[config.mk]
export PLATFORM = sky130hd
export DESIGN_NAME = mtm_alu_deserializer
export DESIGN_NICKNAME = d
export VERILOG_FILES = /design/src/rtl/mtm_alu_deserializer.sv
export SDC_FILE = /design/constraint.sdc
export NUM_CORES = 1
export LEC_CHECK = 0
export CORE_UTILIZATION = 51
export DETAILED_ROUTE_END_ITERATION = 16
export PLACE_DENSITY_LB_ADDON = 0.1
export SYNTH_ARGS = -nofsm -noshare
export SYNTH_HDL_FRONTEND = slang
export SYNTH_SLANG_ARGS = --single-unit
[constraint.sdc]
create_clock -name clk -period 3.9 [get_ports clk]
set_input_delay 0.585 -clock clk [delete_from_list [all_inputs] [get_ports clk]]
set_output_delay 0.585 -clock clk [all_outputs]
set_load 0.02 [all_outputs]
[src/rtl/mtm_alu_deserializer.sv]
// rtl/mtm_alu_deserializer.sv - serial frame deserializer feeding the mtm_Alu core
module mtm_alu_deserializer #(
  parameter int         DATA_FRAMES = 8,
  parameter logic [3:0] CRC_POLY    = 4'h3
) (
  input  logic        clk,
  input  logic        rst,
  input  logic        sin,
  input  logic        out_ready,
  output logic        out_valid,
  output logic [31:0] out_a,
  output logic [31:0] out_b,
  output logic [2:0]  out_op,
  output logic        out_crc_ok,
  output logic        out_err_data,
  output logic        out_err_op,
  output logic        frame_err,
  output logic        overrun
);

  localparam int CW = $clog2(DATA_FRAMES + 2);
  localparam logic [CW-1:0] CNT_FULL = CW'(DATA_FRAMES);
  localparam logic [CW-1:0] CNT_MAX  = CW'(DATA_FRAMES + 1);

  typedef enum logic [1:0] {S_IDLE, S_TYPE, S_PAYLOAD, S_STOP} state_t;

  state_t         state;
  state_t         state_nx;
  logic [2:0]     bit_cnt;
  logic [7:0]     pay;
  logic           is_cmd;
  logic           armed;
  logic [CW-1:0]  frame_cnt;
  logic [63:0]    shreg;
  logic [3:0]     crc;

  logic           start_ok;
  logic           data_done;
  logic           cmd_done;
  logic           bad_stop;

  logic [2:0]     cmd_op;
  logic [3:0]     cmd_crc;
  logic [3:0]     crc_final;
  logic           pkt_crc_ok;
  logic           pkt_err_data;
  logic           pkt_err_op;

  // One CRC4 step, MSB-first serial LFSR.
  function automatic logic [3:0] crc_bit(input logic [3:0] c, input logic b);
    logic fb;
    fb = c[3] ^ b;
    return {c[2:0], 1'b0} ^ (fb ? CRC_POLY : 4'h0);
  endfunction

  // Fold a whole data byte into the CRC, MSB first.
  function automatic logic [3:0] crc_byte(input logic [3:0] c, input logic [7:0] d);
    logic [3:0] r;
    r = c;
    for (int i = 7; i >= 0; i--) begin
      r = crc_bit(r, d[i]);
    end
    return r;
  endfunction

  // Fold the CMD tail {1'b1, op} into the CRC.
  function automatic logic [3:0] crc_tail(input logic [3:0] c, input logic [2:0] op);
    logic [3:0] r;
    r = crc_bit(c, 1'b1);
    r = crc_bit(r, op[2]);
    r = crc_bit(r, op[1]);
    r = crc_bit(r, op[0]);
    return r;
  endfunction

  // Frame FSM state register.
  always_ff @(posedge clk) begin
    if (rst) begin
      state <= S_IDLE;
    end else begin
      state <= state_nx;
    end
  end

  // Frame FSM next-state: start, type, 8 payload bits, stop.
  always_comb begin
    state_nx = state;
    case (state)
      S_IDLE:    if (!sin && armed) state_nx = S_TYPE;
      S_TYPE:    state_nx = S_PAYLOAD;
      S_PAYLOAD: if (bit_cnt == 3'd7) state_nx = S_STOP;
      S_STOP:    state_nx = S_IDLE;
      default:   state_nx = S_IDLE;
    endcase
  end

  // Frame FSM outputs: frame-level events decoded from the stop bit.
  always_comb begin
    start_ok  = 1'b0;
    data_done = 1'b0;
    cmd_done  = 1'b0;
    bad_stop  = 1'b0;
    case (state)
      S_IDLE: start_ok = !sin && armed;
      S_STOP: begin
        data_done = sin && !is_cmd;
        cmd_done  = sin && is_cmd;
        bad_stop  = !sin;
      end
      default: ;
    endcase
  end

  // Bit-level capture: type bit, payload shifter, and the re-arm guard after a bad stop.
  always_ff @(posedge clk) begin
    if (rst) begin
      bit_cnt <= 3'd0;
      pay     <= 8'd0;
      is_cmd  <= 1'b0;
      armed   <= 1'b0;
    end else begin
      if (state == S_IDLE && sin) armed <= 1'b1;
      if (bad_stop) armed <= 1'b0;
      if (state == S_TYPE) begin
        is_cmd  <= sin;
        bit_cnt <= 3'd0;
      end
      if (state == S_PAYLOAD) begin
        pay     <= {pay[6:0], sin};
        bit_cnt <= bit_cnt + 3'd1;
      end
    end
  end

  // Packet accumulator: operand shift register, frame counter and running CRC.
  always_ff @(posedge clk) begin
    if (rst || bad_stop || cmd_done) begin
      frame_cnt <= '0;
      shreg     <= 64'd0;
      crc       <= 4'd0;
    end else if (data_done) begin
      shreg     <= {shreg[55:0], pay};
      crc       <= crc_byte(crc, pay);
      frame_cnt <= (frame_cnt == CNT_MAX) ? frame_cnt : frame_cnt + CW'(1);
    end
  end

  // Packet verdicts evaluated while the CMD stop bit is being sampled.
  always_comb begin
    cmd_op       = pay[6:4];
    cmd_crc      = pay[3:0];
    crc_final    = crc_tail(crc, cmd_op);
    pkt_crc_ok   = (crc_final == cmd_crc);
    pkt_err_data = (frame_cnt != CNT_FULL);
    pkt_err_op   = !(cmd_op inside {3'b000, 3'b001, 3'b100, 3'b101});
  end

  // Output holding register with valid/ready handshake and overrun/frame-error pulses.
  always_ff @(posedge clk) begin
    if (rst) begin
      out_valid    <= 1'b0;
      out_a        <= 32'd0;
      out_b        <= 32'd0;
      out_op       <= 3'd0;
      out_crc_ok   <= 1'b0;
      out_err_data <= 1'b0;
      out_err_op   <= 1'b0;
      frame_err    <= 1'b0;
      overrun      <= 1'b0;
    end else begin
      frame_err <= bad_stop;
      overrun   <= 1'b0;
      if (cmd_done && (!out_valid || out_ready)) begin
        out_valid    <= 1'b1;
        out_b        <= shreg[63:32];
        out_a        <= shreg[31:0];
        out_op       <= cmd_op;
        out_crc_ok   <= pkt_crc_ok;
        out_err_data <= pkt_err_data;
        out_err_op   <= pkt_err_op;
      end else begin
        if (cmd_done) overrun <= 1'b1;
        if (out_valid && out_ready) out_valid <= 1'b0;
      end
    end
  end

endmodule

==> summary.txt, run 1 <==
VDD IR-drop max - 0.343 mV
Fill count - 1009
Slew HR - 0.399
Layout cells sized above 1 - 0.0661
Status - completed
Row count - 39
Int Power - 2.73 mW
Ant. Diodes - 0
Flops & latches, synth - 160
I/O Buffers - 76
Clk sinks - 160
Final core occ - 0.643
Die width - 111 um
Io pins - 77
Yosys top cell by area - dfxtp_1
Final max-slew violation count - 0
Clk slew on worst S/H paths - 0.05 ns
Reg power frac - 0.487
Ordered list of cells on the worst path - clkdlybuf4s50_1 -> and2_2 -> and3_2 -> buf_4 -> nand2_1 -> a21oi_1
Reg2reg setup slack - 1.71 ns
Most common cell after layout, fill and taps aside - dfxtp_1
Setup bufs post-CTS - 0
Post-synth ARST share - 0
DRT iter0 DRCs - 322
Initial antenna violation count - 0
Total track usage - 0.232
TritonCTS clock tree - yes
Worst path bufs/invs - 2
Crit. End Element - register
Power Total - 3.64 mW
Final Critical Period - 2.32 ns
Layout area overhead - 22.0%
Die span in y - 111 um
Crit-path max FO - 35
Startpoint Class - primary input
Clock latency on the worst-skew pair - 0.42 ns
Final net count - 788
Mapped cell area - 6040 um2
RSZ-0062 raised after global routing - false
CP max stage delay - 0.63 ns
Setup Skew - 0.00568 ns
Power Density - 493 nW/um2
Via density - 5.34
Mapped Avg Cell Area - 8.31 um2
Hold_ws - 0.453 ns
Crit Path Category - primary input to register
Max H-tree Level - 4
Worst hold path type - register to register
Starting density of the core - 0.527
Placer's final routability congestion estimate - 0.734
Tightest Pin Transition - 0.902 ns
Setup_tns - 0 ns
TritonRoute pass-1 iters - 4
Post-Synthesis Cells - 727
Most frequent cells in the layout - dfxtp_1 (159), nand2_1 (142), nor3_1 (130)
Crit path arrival time - 2.66 ns
TritonCTS Buffers - 17
Largest net degree at the start of global routing - 89
Gr ovfl total - 0
Max-cap violation count - 0
Post-route antenna net violation count - 0
Most used DFF post-synth - dfxtp_1
Net Sw Power - 910 uW
Syn_nets - 741
Sw frac - 0.250
Comb pwr share - 0.098
Total wire length - 13600 um
Area share of the largest cell type after synthesis - 0.530
EDFF count, synth - 0
Synth warn - 0
Vias - 4966
Clock Path Buffers - 2
Main area contributors after synthesis - dfxtp_1 (53%), nor3_1 (11%), nand2_1 (8.9%), a21oi_1 (6.1%), nor2_1 (5.5%)
Max Freq - 431 MHz
Root Buffer - clkbuf_16
Leakage power figure - 2.56 nW
Hpwl dp - 8630 um
Core Region - 11500 um2
Global-route wire length before repair - 23000 um
Final Hold Viols - 0
WL per Instance - 14.6 um
Number of global-route vias before repair - 4731
Delay-heaviest family, CP - buffers and inverters
CP required - 4.24 ns
Post-route DRC - 0
Clock power share - 0.415
Crit share post-route - 0.595
Die area - 12300 um2
CP max stage cell - and3_2
Seq/Total Area, Yosys - 0.530
# setup viols final - 0
Post-synth cell types - 32
Post-CTS Hold Buffers - 0
CTS resizes - 0
==> cells in the mapped netlist, drive strengths merged, types with 5 or more instances <==
cell type    n
mux2i       10
buf         17
nand3        5
ha          10
nand2      143
nor2        88
clkbuf      40
nand2b       7
xnor2       14
a21oi       74
dfxtp      160
nor3       130
==> state kept, by name (all words and copies together) (netlist names) <==
register,flops
armed,1
bit_cnt,3
crc,4
frame_cnt,4
frame_err,1
is_cmd,1
out_a,32
out_b,32
out_crc_ok,1
out_err_data,1
out_err_op,1
out_op,3
out_valid,1
overrun,1
pay,8
shreg,64
state,2
==> final cells by class <==
type	instances	area (um2)	share of cell area
Tap cell	143	179	0.0243
Clock buffer	26	509	0.0691
Timing Repair Buffer	85	836	0.113
Clock inverter	6	30.0	0.00408
Inverter	4	15.0	0.00204
Sequential cell	160	3200	0.435
Multi-Input combinational cell	506	2590	0.352
==> metrics by stage <==
step	setup slack, ns	std cells	instance area (um2)
2_1_floorplan	2.25	727	6040
3_3_place_gp	1.22	898	6830
3_5_place_dp	1.12	898	6830
4_1_cts	1.57	930	7370
5_1_grt	1.37	930	7370
6_report	1.58	930	7370
==> kinds of logic after synthesis <==
logic type,share of synthesized area
buffers and inverters,0.0420
and+or+nand+nor,0.271
DFF,0.530
adders and majority gates,0.0207
muxes,0.0184
AOI/OAI and AO/OA,0.0739
xor gates and xnor gates,0.0437
==> worst register-to-register path: stages (launching register included) <==
cell and delay (ns):
dfxtp_2 0.74, and3_2 0.77, buf_4 0.37, nand2_1 0.09, a21oi_1 0.14
==> final timing paths <==
path | from | end | cells past startpoint
max reg2reg | is_cmd | out_b[14] | 4
min | out_b[15] | out_b[15] | 2
min reg2reg | out_b[15] | out_b[15] | 2
max | sin | out_b[14] | 6
==> layer usage <==
| metal | vias to the layer above | GRT usage | wire length, um | share of wire |
|---|---|---|---|---|
| met5 | - | 0 | 0 | 0 |
| met1 | 2319 | 0.297 | 6190 | 0.46 |
| met3 | 21 | 0.0525 | 628 | 0.046 |
| li1 | 2506 | - | - | - |
| met4 | 0 | 0.103 | 213 | 0.016 |
| met2 | 120 | 0.373 | 6570 | 0.48 |
==> power by group through the flow <==
stage | Combinational (mW) | Clock, mW | Sequential, mW
2_1_floorplan | 0.315 | 0 | 1.76
3_3_place_gp | 0.344 | 0 | 1.80
3_5_place_dp | 0.357 | 0 | 1.81
4_1_cts | 0.358 | 1.53 | 1.77
5_1_grt | 0.399 | 1.58 | 1.78
6_report | 0.356 | 1.51 | 1.77
Power figures use the tool's default switching activity.
==> inputs of run 2 (changes only) <==
clock period = 2.2 ns   (was 3.9 ns; I/O delays follow)
==> run 2 against run 1 <==
  * Sequential power grew 75%
  * Critical path type is now register to register
  * Setup slack lost 1.2 ns
  * Critical endpoint is now out_err_op
  * Worst hold slack gained 0.0011 ns
  * Sequential share of layout area shrank 0.93 points
  * Clock power grew 93%
==> summary.txt, run 2 (synthesized netlist as in run 1, its figures left out) <==
Status - completed
Hold wc startpoint - out_b[12]
Root Buffer - clkbuf_16
Via density - 5.34
Final worst slack - 0.417 ns
Ant. Diodes - 0
Area post-placement - 6930 um2
Largest net degree at the start of global routing - 89
Reg-to-reg startpoint - state[0]
Global-route wire length before repair - 22800 um
Worst-case hold path end point - out_b[12]
Layout cells sized above 1 - 0.0721
Starting density of the core - 0.527
CP required - 2.54 ns
Crit Path Category - register to register
Final Cell Area - 7530 um2
Startpoint Class - register
Gr ovfl total - 0
Final max-slew violation count - 0
Most common cell after layout, fill and taps aside - dfxtp_1
Max H-tree Level - 4
Number of global-route vias before repair - 4708
Most frequent cells in the layout - dfxtp_1 (159), nand2_1 (142), nor3_1 (130)
Cells after DPL - 902
Crit path arrival time - 2.13 ns
Initial antenna violation count - 0
R2R depth - 6
Biggest register - shreg
Post-place setup slack - 0.192 ns
Hpwl dp - 8630 um
WL per Instance - 14.3 um
Max-cap violation count - 0
Final net count - 792
Row count - 39
Total wire length - 13400 um
Max Freq - 561 MHz
Clock Path Buffers - 2
Vias - 4991
Leakage power figure - 2.61 nW
Die span in y - 111 um
DRT iter0 DRCs - 331
Post-CTS Hold Buffers - 0
Setup Skew - 0.00443 ns
Fill count - 1001
Worst hold path type - register to register
Clock latency on the worst-skew pair - 0.42 ns
Placer's final routability congestion estimate - 0.764
Max FFs per register - 64
Tightest Pin Transition - 0.875 ns
Io pins - 77
Final Hold Viols - 0
Die area - 12300 um2
Setup_tns - 0 ns
Core Region - 11500 um2
Final Critical Period - 1.78 ns
Crit. End Element - register
Layout area overhead - 24.6%
Crit-path max FO - 39
Slew HR - 0.417
# setup viols final - 0
Power Density - 890 nW/um2
TritonCTS Buffers - 17
Sequential cell area - 3200 um2
Crit share post-route - 0.810
I/O Buffers - 76
Total track usage - 0.229
RSZ-0062 raised after global routing - false
Crit. Startpoint - state[0]
Post-route DRC - 0
Biggest regs - shreg: 64 flops, out_a: 32 flops, out_b: 32 flops
Clk slew on worst S/H paths - 0.06 ns
Reg2reg setup slack - 0.42 ns
Die width - 111 um
VDD IR-drop max - 0.526 mV
CTS resizes - 0
Area of the multi-input gates - 2590 um2
Clk sinks - 160
Final Instance Count excl. Fillers - 934
Cells on Worst Hold Path - 2
Post-route antenna net violation count - 0
TritonCTS clock tree - yes
Setup bufs post-CTS - 0
Reg2Reg Capture Point - out_err_op
Hold_ws - 0.454 ns
TritonRoute pass-1 iters - 5
## run 2: cell types whose count changed in the layout (fill, tap and decap cells not counted), sizes merged
cell,change
clkinvlp,+4
clkinv,-4
clkbuf,-2
buf,+4
bufinv,+2
## run 2: final cells by class
class	instances	area share
flip-flops and latches	160	0.426
multi-input cells	506	0.345
repair buffers	89	0.125
clock buffers	24	0.0653
well taps	143	0.0238
clock inverters	8	0.0138
inverters	4	0.00199
## run 2: per-stage QoR
stage          power [mW]  utilization
2_1_floorplan        3.69            -
3_3_place_gp         3.82        0.605
3_5_place_dp         3.85        0.605
4_1_cts              6.75        0.657
5_1_grt              6.98        0.657
6_report             6.70        0.657
## run 2: critical path: stages (launching register included)
cell,delay [ns]
dfxtp_1,0.38
ha_1,0.26
and2_2,0.25
and3_2,0.34
buf_12,0.23
nand2_1,0.10
a21oi_1,0.14
## run 2: where the power goes
group | leakage, nW | switching [mW] | internal [mW]
Sequential | 1.29 | 0.0954 | 3.01
Combinational | 1.04 | 0.423 | 0.265
Clock | 0.279 | 1.12 | 1.79
Total | 2.61 | 1.64 | 5.06
## run 2: metal layers
| metal | up-vias | wire length, um | GRT usage |
|---|---|---|---|
| met5 | - | 0 | 0 |
| met4 | 0 | 252 | 0.0933 |
| met3 | 19 | 510 | 0.0536 |
| met2 | 134 | 6270 | 0.364 |
| met1 | 2325 | 6370 | 0.301 |
| li1 | 2513 | - | - |
## run 2: worst max path at each step
stage	endpoint
floorplan	out_a[24]
global placement	out_err_op
detailed placement	out_err_op
CTS	out_b[17]
global route	out_op[1]
finish	out_err_op
==> inputs of run 3 (changes only) <==
clock period = 1.7 ns   (was 2.2 ns; I/O delays follow)
==> run 3 against run 2 <==
  * Combinational power rose by 37%
  * First-iteration DRC count rose by 4.8%
  * Count of clock-buffer cells in the layout fell by 2
  * Core utilization rose by 1.4 points
  * Routed wire length rose by 1.4%
  * Register-to-register slack got worse by 0.29 ns
  * Final cell count rose by 1.6%
  * Critical path depth fell by 5
  * Worst hold slack got worse by 0.097 ns
  * Global-route usage rose by 0.34 points
  * Flip-flop and latch count did not move
==> summary.txt, run 3 (synthesized netlist as in run 1, its figures left out) <==
Layout cells sized above 1 - 0.0906
Met1 wire length - 6230 um
Max FFs per register - 64
Setup_tns - 0 ns
Initial antenna violation count - 0
Most frequent cells in the layout - dfxtp_1 (159), nand2_1 (142), nor3_1 (130)
Io pins - 77
Crit Path Category - register to primary output
Sw frac - 0.243
Net Sw Power - 2.15 mW
Status - completed
Crit. End Element - primary output
Setup Skew - 0.0105 ns
Post-CTS Hold Buffers - 0
Clk sinks - 160
TritonRoute pass-1 iters - 5
Biggest register - shreg
# setup viols final - 0
Crit-path max FO - 2
Die width - 111 um
CP required - 1.44 ns
Power Density - 1150 nW/um2
Root Buffer - clkbuf_16
Sequential cell area - 3200 um2
Hpwl dp - 8920 um
Crit path arrival time - 1.41 ns
Area of the multi-input gates - 2600 um2
CP max stage cell - clkdlybuf4s50_1
TritonCTS Buffers - 17
Delay-heaviest family, CP - buffers and inverters
Gr ovfl total - 0
Post-route DRC - 0
Clk slew on worst S/H paths - 0.06 ns
Ordered list of cells on the worst path - clkdlybuf4s50_1
Clock latency on the worst-skew pair - 0.43 ns
Comb pwr share - 0.107
Number of global-route vias before repair - 4774
Starting density of the core - 0.527
Max-cap violation count - 0
DR top layer - met4
Startpoint Class - register
Die span in y - 111 um
TritonCTS clock tree - yes
Total wire length - 13600 um
Post-route antenna net violation count - 0
Placer's final routability congestion estimate - 0.763
Final max-slew violation count - 0
Metal3 WL - 571 um
Largest net degree at the start of global routing - 89
Core Region - 11500 um2
Hold_ws - 0.358 ns
Max H-tree Level - 4
Die area - 12300 um2
Final net count - 807
Fill count - 974
Clock power share - 0.439
Tightest Pin Transition - 0.476 ns
Worst path bufs/invs - 1
Crit share post-route - 0.980
Metal2 WL - 6590 um
Total track usage - 0.233
Max Freq - 600 MHz
Reg power frac - 0.455
Worst hold path type - primary input to register
Reg2reg setup slack - 0.13 ns
WL per Instance - 14.3 um
Via density - 5.29
VDD IR-drop max - 0.763 mV
CP max stage delay - 0.62 ns
Final Critical Period - 1.67 ns
Row count - 39
Vias - 5017
Leakage power figure - 2.72 nW
Most common cell after layout, fill and taps aside - dfxtp_1
Final Hold Viols - 0
Clock Path Buffers - 2
Layout area overhead - 27.4%
Ant. Diodes - 0
I/O Buffers - 76
Global-route wire length before repair - 23100 um
DRT iter0 DRCs - 347
Biggest regs - shreg: 64 flops, out_a: 32 flops, out_b: 32 flops
Slew HR - 0.683
Int Power - 6.69 mW
[run 3: cell types whose count changed in the layout (fill, tap and decap cells not counted), sizes merged]
cell      previous run  this run
buf                 14        29
clkinv               2         5
bufinv               2         3
clkbuf              24        22
clkinvlp             4         2
[run 3: final cells by class]
type / instances / area share
clock inverters: 10 / 0.0174
flip-flops and latches: 160 / 0.416
clock buffers: 22 / 0.0616
inverters: 4 / 0.00195
repair buffers: 104 / 0.142
multi-input cells: 506 / 0.338
well taps: 143 / 0.0233
[run 3: worst paths after layout]
kind / start / to / depth (start not counted)
setup / recovery: out_b[0] / out_b[0] / 1
hold / removal: rst / frame_err / 3
setup reg to reg: pay[5] / crc[2] / 5
hold reg to reg: shreg[59] / out_b[27] / 2
[run 3: repair_timing]
| item | CTS | global route |
|---|---|---|
| setup endpoints to repair | 0 | 27 |
| gates resized for setup | 0 | 4 |
| setup buffers | 0 | 0 |
[run 3: layer usage]
| metal | vias to the layer above | track usage |
|---|---|---|
| met2 | 119 | 0.383 |
| met4 | 0 | 0.0880 |
| met1 | 2329 | 0.298 |
| met3 | 15 | 0.0519 |
| met5 | - | 0 |
| li1 | 2554 | - |
[run 3: metrics by stage]
step	instances	setup WS [ns]	instance area [um2]	power, mW	utilization
finish	949	0.0340	7690	8.84	0.671
global route	949	-0.00515	7690	9.20	0.671
CTS	949	0.0246	7680	8.89	0.670
detailed placement	917	-0.0828	7070	5.03	0.617
global placement	917	-0.0539	7070	4.99	0.617
floorplan	727	0.0603	6040	4.77	-
[run 3: power groups by stage]
stage | Combinational, mW | Clock, mW | Sequential, mW
floorplan | 0.723 | 0 | 4.05
global placement | 0.903 | 0 | 4.09
detailed placement | 0.934 | 0 | 4.09
CTS | 0.941 | 3.93 | 4.01
global route | 1.05 | 4.12 | 4.03
finish | 0.944 | 3.87 | 4.02
